===== src/rtl/uart_transmitter.sv =====
// 8N1-style UART transmitter: valid/ready byte input into a small circular FIFO,
// frames sent LSB-first on a registered tx line, back-to-back without idle gaps.
module uart_transmitter #(
  parameter int DBITS      = 8,
  parameter int SBITS      = 1,
  parameter int BAUD_DIV   = 10416,
  parameter int FIFO_DEPTH = 4
) (
  input  logic                            clock,
  input  logic                            reset,
  input  logic [DBITS-1:0]                tx_data,
  input  logic                            tx_valid,
  output logic                            tx_ready,
  output logic                            tx,
  output logic                            tx_busy,
  output logic [$clog2(FIFO_DEPTH):0]     fifo_count
);

  localparam int PW   = $clog2(FIFO_DEPTH);
  localparam int CW   = PW + 1;
  localparam int BDW  = $clog2(BAUD_DIV);
  localparam int MAXB = (DBITS > SBITS) ? DBITS : SBITS;
  localparam int BW   = $clog2(MAXB) + 1;

  localparam logic [BDW-1:0] BAUD_LAST  = BDW'(BAUD_DIV - 1);
  localparam logic [BW-1:0]  DATA_LAST  = BW'(DBITS - 1);
  localparam logic [BW-1:0]  STOP_LAST  = BW'(SBITS - 1);
  localparam logic [CW-1:0]  FULL_COUNT = CW'(FIFO_DEPTH);

  localparam logic [1:0] IDLE  = 2'd0;
  localparam logic [1:0] START = 2'd1;
  localparam logic [1:0] DATA  = 2'd2;
  localparam logic [1:0] STOP  = 2'd3;

  logic [DBITS-1:0] mem [FIFO_DEPTH];
  logic [PW-1:0]    wr_ptr;
  logic [PW-1:0]    rd_ptr;
  logic [1:0]       state;
  logic [BDW-1:0]   baud_cnt;
  logic [BW-1:0]    bit_cnt;
  logic [DBITS-1:0] shift_reg;
  logic             push;
  logic             pop;
  logic             fifo_empty;
  logic             baud_done;
  logic [DBITS-1:0] head;

  assign tx_ready   = (fifo_count != FULL_COUNT);
  assign fifo_empty = (fifo_count == '0);
  assign push       = tx_valid && tx_ready;
  assign baud_done  = (baud_cnt == BAUD_LAST);
  assign head       = mem[rd_ptr];
  assign tx_busy    = (state != IDLE);

  // The FSM pops either from IDLE or on the very last stop-bit cycle, which is
  // what lets consecutive frames abut with no idle cycle between them.
  assign pop = !fifo_empty &&
               ((state == IDLE) ||
                (state == STOP && baud_done && bit_cnt == STOP_LAST));

  always_ff @(posedge clock) begin
    if (push) mem[wr_ptr] <= tx_data;
  end

  always_ff @(posedge clock or negedge reset) begin
    if (!reset) begin
      wr_ptr     <= '0;
      rd_ptr     <= '0;
      fifo_count <= '0;
    end else begin
      if (push) wr_ptr <= wr_ptr + 1'b1;
      if (pop)  rd_ptr <= rd_ptr + 1'b1;
      case ({push, pop})
        2'b10:   fifo_count <= fifo_count + 1'b1;
        2'b01:   fifo_count <= fifo_count - 1'b1;
        default: fifo_count <= fifo_count;
      endcase
    end
  end

  // tx is loaded with the value of the bit being entered on the same edge as
  // the state change, so the pin never sees a decode glitch.
  always_ff @(posedge clock or negedge reset) begin
    if (!reset) begin
      state     <= IDLE;
      baud_cnt  <= '0;
      bit_cnt   <= '0;
      shift_reg <= '0;
      tx        <= 1'b1;
    end else begin
      case (state)
        IDLE: begin
          tx       <= 1'b1;
          baud_cnt <= '0;
          if (pop) begin
            shift_reg <= head;
            bit_cnt   <= '0;
            state     <= START;
            tx        <= 1'b0;
          end
        end
        START: begin
          if (baud_done) begin
            baud_cnt <= '0;
            state    <= DATA;
            tx       <= shift_reg[0];
          end else begin
            baud_cnt <= baud_cnt + 1'b1;
          end
        end
        DATA: begin
          if (baud_done) begin
            baud_cnt  <= '0;
            shift_reg <= {1'b0, shift_reg[DBITS-1:1]};
            if (bit_cnt == DATA_LAST) begin
              bit_cnt <= '0;
              state   <= STOP;
              tx      <= 1'b1;
            end else begin
              bit_cnt <= bit_cnt + 1'b1;
              tx      <= shift_reg[1];
            end
          end else begin
            baud_cnt <= baud_cnt + 1'b1;
          end
        end
        STOP: begin
          if (baud_done) begin
            baud_cnt <= '0;
            if (bit_cnt == STOP_LAST) begin
              bit_cnt <= '0;
              if (pop) begin
                shift_reg <= head;
                state     <= START;
                tx        <= 1'b0;
              end else begin
                state <= IDLE;
                tx    <= 1'b1;
              end
            end else begin
              bit_cnt <= bit_cnt + 1'b1;
            end
          end else begin
            baud_cnt <= baud_cnt + 1'b1;
          end
        end
        default: begin
          state <= IDLE;
          tx    <= 1'b1;
        end
      endcase
    end
  end

endmodule


===== config.mk =====
export PLATFORM = sky130hd
export DESIGN_NAME = uart_transmitter
export DESIGN_NICKNAME = d
export VERILOG_FILES = /design/src/rtl/uart_transmitter.sv
export SDC_FILE = /design/constraint.sdc
export NUM_CORES = 1
export LEC_CHECK = 0
export CAP_MARGIN = 5
export CELL_PAD_IN_SITES_DETAIL_PLACEMENT = 1
export CELL_PAD_IN_SITES_GLOBAL_PLACEMENT = 1
export CORE_ASPECT_RATIO = 0.7
export CORE_MARGIN = 1.5
export CORE_UTILIZATION = 49
export CTS_CLUSTER_DIAMETER = 150
export DETAILED_ROUTE_END_ITERATION = 7
export PLACE_DENSITY_LB_ADDON = 0.15
export SLEW_MARGIN = 5
export SYNTH_ARGS = -nofsm -noshare
export SYNTH_HDL_FRONTEND = slang
export SYNTH_SLANG_ARGS = --single-unit

===== constraint.sdc =====
create_clock -name clock -period 3.35 [get_ports clock]
set_clock_uncertainty 0.05 [all_clocks]
set_input_delay 0.335 -clock clock [delete_from_list [all_inputs] [get_ports clock]]
set_output_delay 0.335 -clock clock [all_outputs]
set_load 0.02 [all_outputs]

Word-level counts from Yosys, hierarchy flattened
Memory sizes are Yosys's and may differ from the RTL's.
Cells that the tools add are included.
W data, S select, Z words.
{"block": "classes", "add_sub_neg": 6, "eq_ne": 14, "n_mux": 31, "reduce_logical": 17}
{"op": "$mux W8", "n": 4}
{"op": "$pmux W14 S2", "n": 1}
{"op": "$pmux W8 S3", "n": 1}
{"op": "$mux W4", "n": 5}
{"op": "$add A14 B1 Y14 const B", "n": 1}
{"op": "$eq A14 B14 Y1 const B", "n": 1}
{"op": "$mux W14", "n": 1}
{"op": "$mux W2", "n": 6}
{"op": "$pmux W4 S3", "n": 1}
{"op": "$reduce_and A4 Y1", "n": 3}
{"op": "$ne A2 B2 Y1 const B", "n": 5}
{"op": "$mux W1", "n": 9}
{"op": "$pmux W2 S4", "n": 1}
{"op": "$eq A2 B2 Y1 const B", "n": 3}
{"op": "$pmux W3 S2", "n": 1}
{"op": "$reduce_and A6 Y1", "n": 1}
{"op": "$add A2 B1 Y2 const B", "n": 2}
{"op": "$add A4 B1 Y4 const B", "n": 1}
{"op": "$eq A2 B1 Y1 const B", "n": 2}
{"op": "$eq A4 B3 Y1 const B", "n": 1}
{"op": "$logic_and A1 B1 Y1", "n": 4}
{"op": "$logic_not A4 Y1", "n": 1}
{"op": "$pmux W1 S4", "n": 1}
{"op": "$reduce_bool A2 Y1", "n": 2}
{"op": "10 further kinds", "n": 10}
{"block": "word_totals", "ff_bits": 36, "ramBits": 32, "inputBits": 11, "elab_cells": 77, "mem_count": 1}
{"memory": "mem", "words": 4, "word_bits": 8, "rd": 1, "rd_ports_with_merged_regs": 0, "wr": 1, "line_no": "35", "text": "logic [DBITS-1:0] mem [FIFO_DEPTH];"}

Depth between registers and ports, before layout
{"block": "depth", "ltp_word": 9, "mapped_depth": 11, "depth_no_buf": 11}

Worst setup path before layout
Ideal clock, no wire load.
{"block": "synth_path", "kind": "register to register", "from": "register baud_cnt[4]", "to": "register fifo_count[2]", "setup_time_ns": 0.080, "arrival_time_ns": 2.644, "required_ns": 3.220, "path_slack_ns": 0.576, "path_stages_with_launch": 11, "period_less_slack_ns": 2.774, "cell_sequence": "dfrtp_1 > or4b_4 > nor4_4 > a31oi_1 > nor2_1 > ha_1 > inv_1 > fa_1 > xor2_1 > nor2_1 > xor2_1"}
{"block": "synth_via", "elab_chain_len": 7, "word_cells_on_any_way": 9, "classes_between": "eq/ne: 3; mux: 1; reduce/logical: 5"}
{"element": "start, declared", "line_no": "39", "text": "logic [BDW-1:0] baud_cnt;"}
{"element": "start signal, assigned", "line_no": "108", "text": "baud_cnt <= baud_cnt + 1'b1;"}
{"element": "start signal, assigned", "line_no": "124", "text": "baud_cnt <= baud_cnt + 1'b1;"}
{"element": "start signal, assigned", "line_no": "144", "text": "baud_cnt <= baud_cnt + 1'b1;"}
{"element": "$eq A14 B14 Y1 (*)", "line_no": "51", "text": "assign baud_done = (baud_cnt == BAUD_LAST);"}
{"element": "$logic_and A1 B1 Y1 (*) (2 in a row)", "line_no": "59", "text": "(state == STOP && baud_done && bit_cnt == STOP_LAST));"}
{"element": "$logic_or A1 B1 Y1 (*)", "line_no": "58", "text": "((state == IDLE) ||"}
{"element": "$logic_and A1 B1 Y1 (*)", "line_no": "57", "text": "assign pop = !fifo_empty &&"}
{"element": "$eq A2 B1 Y1 or $eq A2 B2 Y1 (tied branches)", "line_no": "73", "text": "case ({push, pop})"}
{"element": "$pmux W3 S2 or $reduce_bool A2 Y1 (tied branches)"}
{"element": "end signal, assigned", "line_no": "74", "text": "2'b10: fifo_count <= fifo_count + 1'b1;"}
{"element": "end signal, assigned", "line_no": "75", "text": "2'b01: fifo_count <= fifo_count - 1'b1;"}
{"element": "end signal, assigned", "line_no": "76", "text": "default: fifo_count <= fifo_count;"}
{"element": "end, declared", "line_no": "16", "text": "output logic [$clog2(FIFO_DEPTH):0] fifo_count"}
Every way passes the cells marked *; elsewhere a longest branch is shown, timed or not.
A chain may end at the register's enable or synchronous reset.

Worst setup path after layout
Same ends and word-level chain as after synthesis.

==> impl_results.md <==
* Post-CTS setup repair buffer count at 0
* Setup crit start kind: flip-flop
* DR iter-0 viols at 78
* Routed wire per std cell at 18.7 µm
* CTS buffer count at 9
* Crit path max-delay cell type: or4b_4
* Synthesized instance count at 246
* HPWL after detailed placement at 4.77 mm
* Int Power at 1.98 mW
* H-tree Lvls at 3
* Total wire length at 6.57 mm
* Multiplexer share of the synthesized area at 11.2%
* CTS Sinks at 68
* EDFF count, synth at 32
* Number of antenna diodes at 0
* Register share of total power at 42.0%
* Top post-synthesis cells by area: edfxtp_1 30%, dfrtp_1 27%, mux4_2 5.6%
* Synth Warn # at 0
* TritonRoute pass-1 iters at 4
* Area share of the largest cell type after synthesis at 29.9%
* Post-DRT Antenna Nets at 0
* Asr flop ratio synth at 52.9%
* Global-route wire length before repair at 10.9 mm
* Total congestion overflow at 0
* # setup viols final at 0
* DR vias at 1974
* Rows at 24
* Max Clk Rate at 0.323 GHz
* Status: complete, no violations
* Gate power share at 39.4%
* WP data arrival at 3.31 ns
* Unique masters post-synth at 42
* Worst slew pin tran at 0.830 ns
* Post-synthesis adder-cell area fraction at 6.07%
* Crit. End Element: flip-flop
* CTS clock-pin slew for the worst setup and hold paths at 0.08 ns
* Vias in the first global route at 2114
* Syn Area/Cell at 13.1 µm²
* Mapped Nets at 272
* Register area share after synthesis at 57.9%
* Area growth syn-to-layout at 12.8%
* Largest delay share family, worst path: simple AND/OR/NAND/NOR gates
* Clk buf depth at 2
* Die Span Y at 70.8 µm
* Final hold vios at 0
* Max FFs per register at 32
* Full die area at 7070 µm²
* CTS Hold Bufs at 0
* Area fraction in and, or, nand and nor cells after synthesis at 13.7%
* DRC errors left at 0
* Worst path bufs/invs at 1
* Initial antenna violation count at 0
* Synth Area in XOR/XNOR at 4.63%
* Max_cap viols at 0
* Register area at 1860 µm²
* IO buf count at 16
* Nets at 295
* Core area at 6280 µm²
* CTS tree: done
* CTS resizes at 0
* Die X at 99.8 µm
* CP Max Fanout at 7
* Critical path required time at 3.56 ns
* Total track usage at 20.9%
* Fin. max-slew vios at 0
* Unrepaired setup endpoints after global routing: no
* Period utilization at 92.5%
* Post-synth top area cell: edfxtp_1
* Max-slew headroom at 43.9%
* I/O Pins at 17
* Fin crit period at 3.10 ns
* Crit-path cells: or4b_4, nor4_4, a31oi_1, nor2_1, ha_1, inv_1, fa_1, xor2_1, nor2_1, xor2_1
* # fillers at 642
* Delay of the slowest critical-path stage at 0.57 ns
* Synthesized area at 3220 µm²
* Clk Latency, worst-skew pair at 0.33 ns
* Clk pwr share at 18.7%
* Largest net degree at the start of global routing at 37
* Ratio of cells with drive above 1 in the final layout at 17.9%
* Compound-Gate Fraction of Synth Area at 4.32%
* Setup TNS Final at 0 ns
* Largest family of logic cells by synthesized area: simple AND/OR/NAND/NOR gates
* Post-Route Utilization at 57.8%
* CTS Root Cell: clkbuf_8
* Hold Crit Class: input pin to asynchronous set/reset pin
* RePlAce Congestion at 0.776
* Most frequent cells after synthesis: 35 x dfrtp_1, 32 x edfxtp_1, 24 x nor2_1
* Via/cell ratio at 5.61
* Initial Util at 51.3%
* Sw frac at 37.8%
* Top-count cell post-synth: dfrtp_1
* Most common flop cell mapped by yosys: dfrtp_1
* #FFs+latches synth at 68
* PD cells at 879 nW/µm²
* Psw at 1.21 mW
* Pleak at 1.46 nW
* Area occupied by multi-input gates at 1280 µm²
* Kind of critical path: flip-flop to flip-flop
* Max IR drop VDD at 0.418 mV
==> path summary, 6_finish.rpt <==
check / startpoint / end / slack [ns] / depth (start not counted)
setup / recovery: baud_cnt[4] / fifo_count[2] / 0.25 / 10
hold / removal: reset / baud_cnt[13] / 0.05 / 1
setup reg to reg: baud_cnt[4] / fifo_count[2] / 0.25 / 10
hold reg to reg: shift_reg[7] / shift_reg[7] / 0.45 / 1
max in group asynchronous: reset / shift_reg[6] / 2.69 / 1
min in group clock: shift_reg[7] / shift_reg[7] / 0.45 / 1
==> cells by family (layout without fill, tap and decap cells) <==
logic type	count (synthesis)	in the layout
simple gates	81	81
xor+xnor	17	17
compound gates	22	22
flops	68	68
buf+inv	19	47
fa+ha+maj	15	15
mux	24	24
==> metrics by stage <==
stage                     area [µm²]  hold slack [ns]  std cells  total power, mW  setup slack [ns]
after floorplan                 3220          -0.0106        246             2.21             0.576
after global placement          3450            0.413        336             2.54             0.384
final                           3630           0.0479        352             3.19             0.250
after global routing            3630           0.0932        352             3.43            0.0105
after CTS                       3630           0.0773        352             3.23             0.237
after detailed placement        3450            0.433        336             2.62             0.257
==> per-layer routing <==
metal | up-vias | routed length (µm) | global-route usage (%)
li1 | 932 | - | -
met1 | 1015 | 3460 | 30.9
met2 | 23 | 2920 | 30.7
met3 | 4 | 141 | 6.32
met4 | 0 | 44 | 4.85
met5 | - | 0 | 0
==> power by group through the flow <==
stage	Sequential [mW]	Combinational, mW	Clock [mW]
2_1_floorplan	1.27	0.938	0
4_1_cts	1.34	1.27	0.615
6_report	1.34	1.26	0.596
3_3_place_gp	1.34	1.20	0
3_5_place_dp	1.35	1.26	0
5_1_grt	1.38	1.40	0.648
==> worst register-to-register path: stages, from the launching register on <==
cell and delay, ns:
dfrtp_1 0.44, or4b_4 0.57, nor4_4 0.43, a31oi_1 0.22, nor2_1 0.23, ha_1 0.23
inv_1 0.06, fa_1 0.38, xor2_1 0.15, nor2_1 0.11, xor2_1 0.15
==> placed cells by master (no fill, tap or decap), types with 2 or more instances in the layout <==
master	n
inv_6	2
inv_1	14
or3_1	3
nor2_1	24
clkinv_2	2
nand4_1	3
a21oi_1	4
nand2_1	13
or3b_2	2
and2_1	2
ha_1	14
edfxtp_1	32
nor3b_1	2
xor2_1	9
and3_1	8
clkbuf_8	9
o21ai_0	10
xnor2_1	8
mux2_2	15
dfrtp_1	35
or4_1	2
nand3_1	8
clkinvlp_4	3
nor3_1	6
clkdlybuf4s50_1	15
mux4_2	8
==> final cells by class <==
type | instances | area share (%)
clock buffer | 9 | 3.41
sequential | 68 | 51.3
clock inverter | 7 | 1.38
inverter | 15 | 1.55
multi-input combinational | 159 | 35.3
tap | 78 | 2.69
timing repair buffer | 16 | 4.28
No activity file was read; power rests on OpenSTA's default activity.
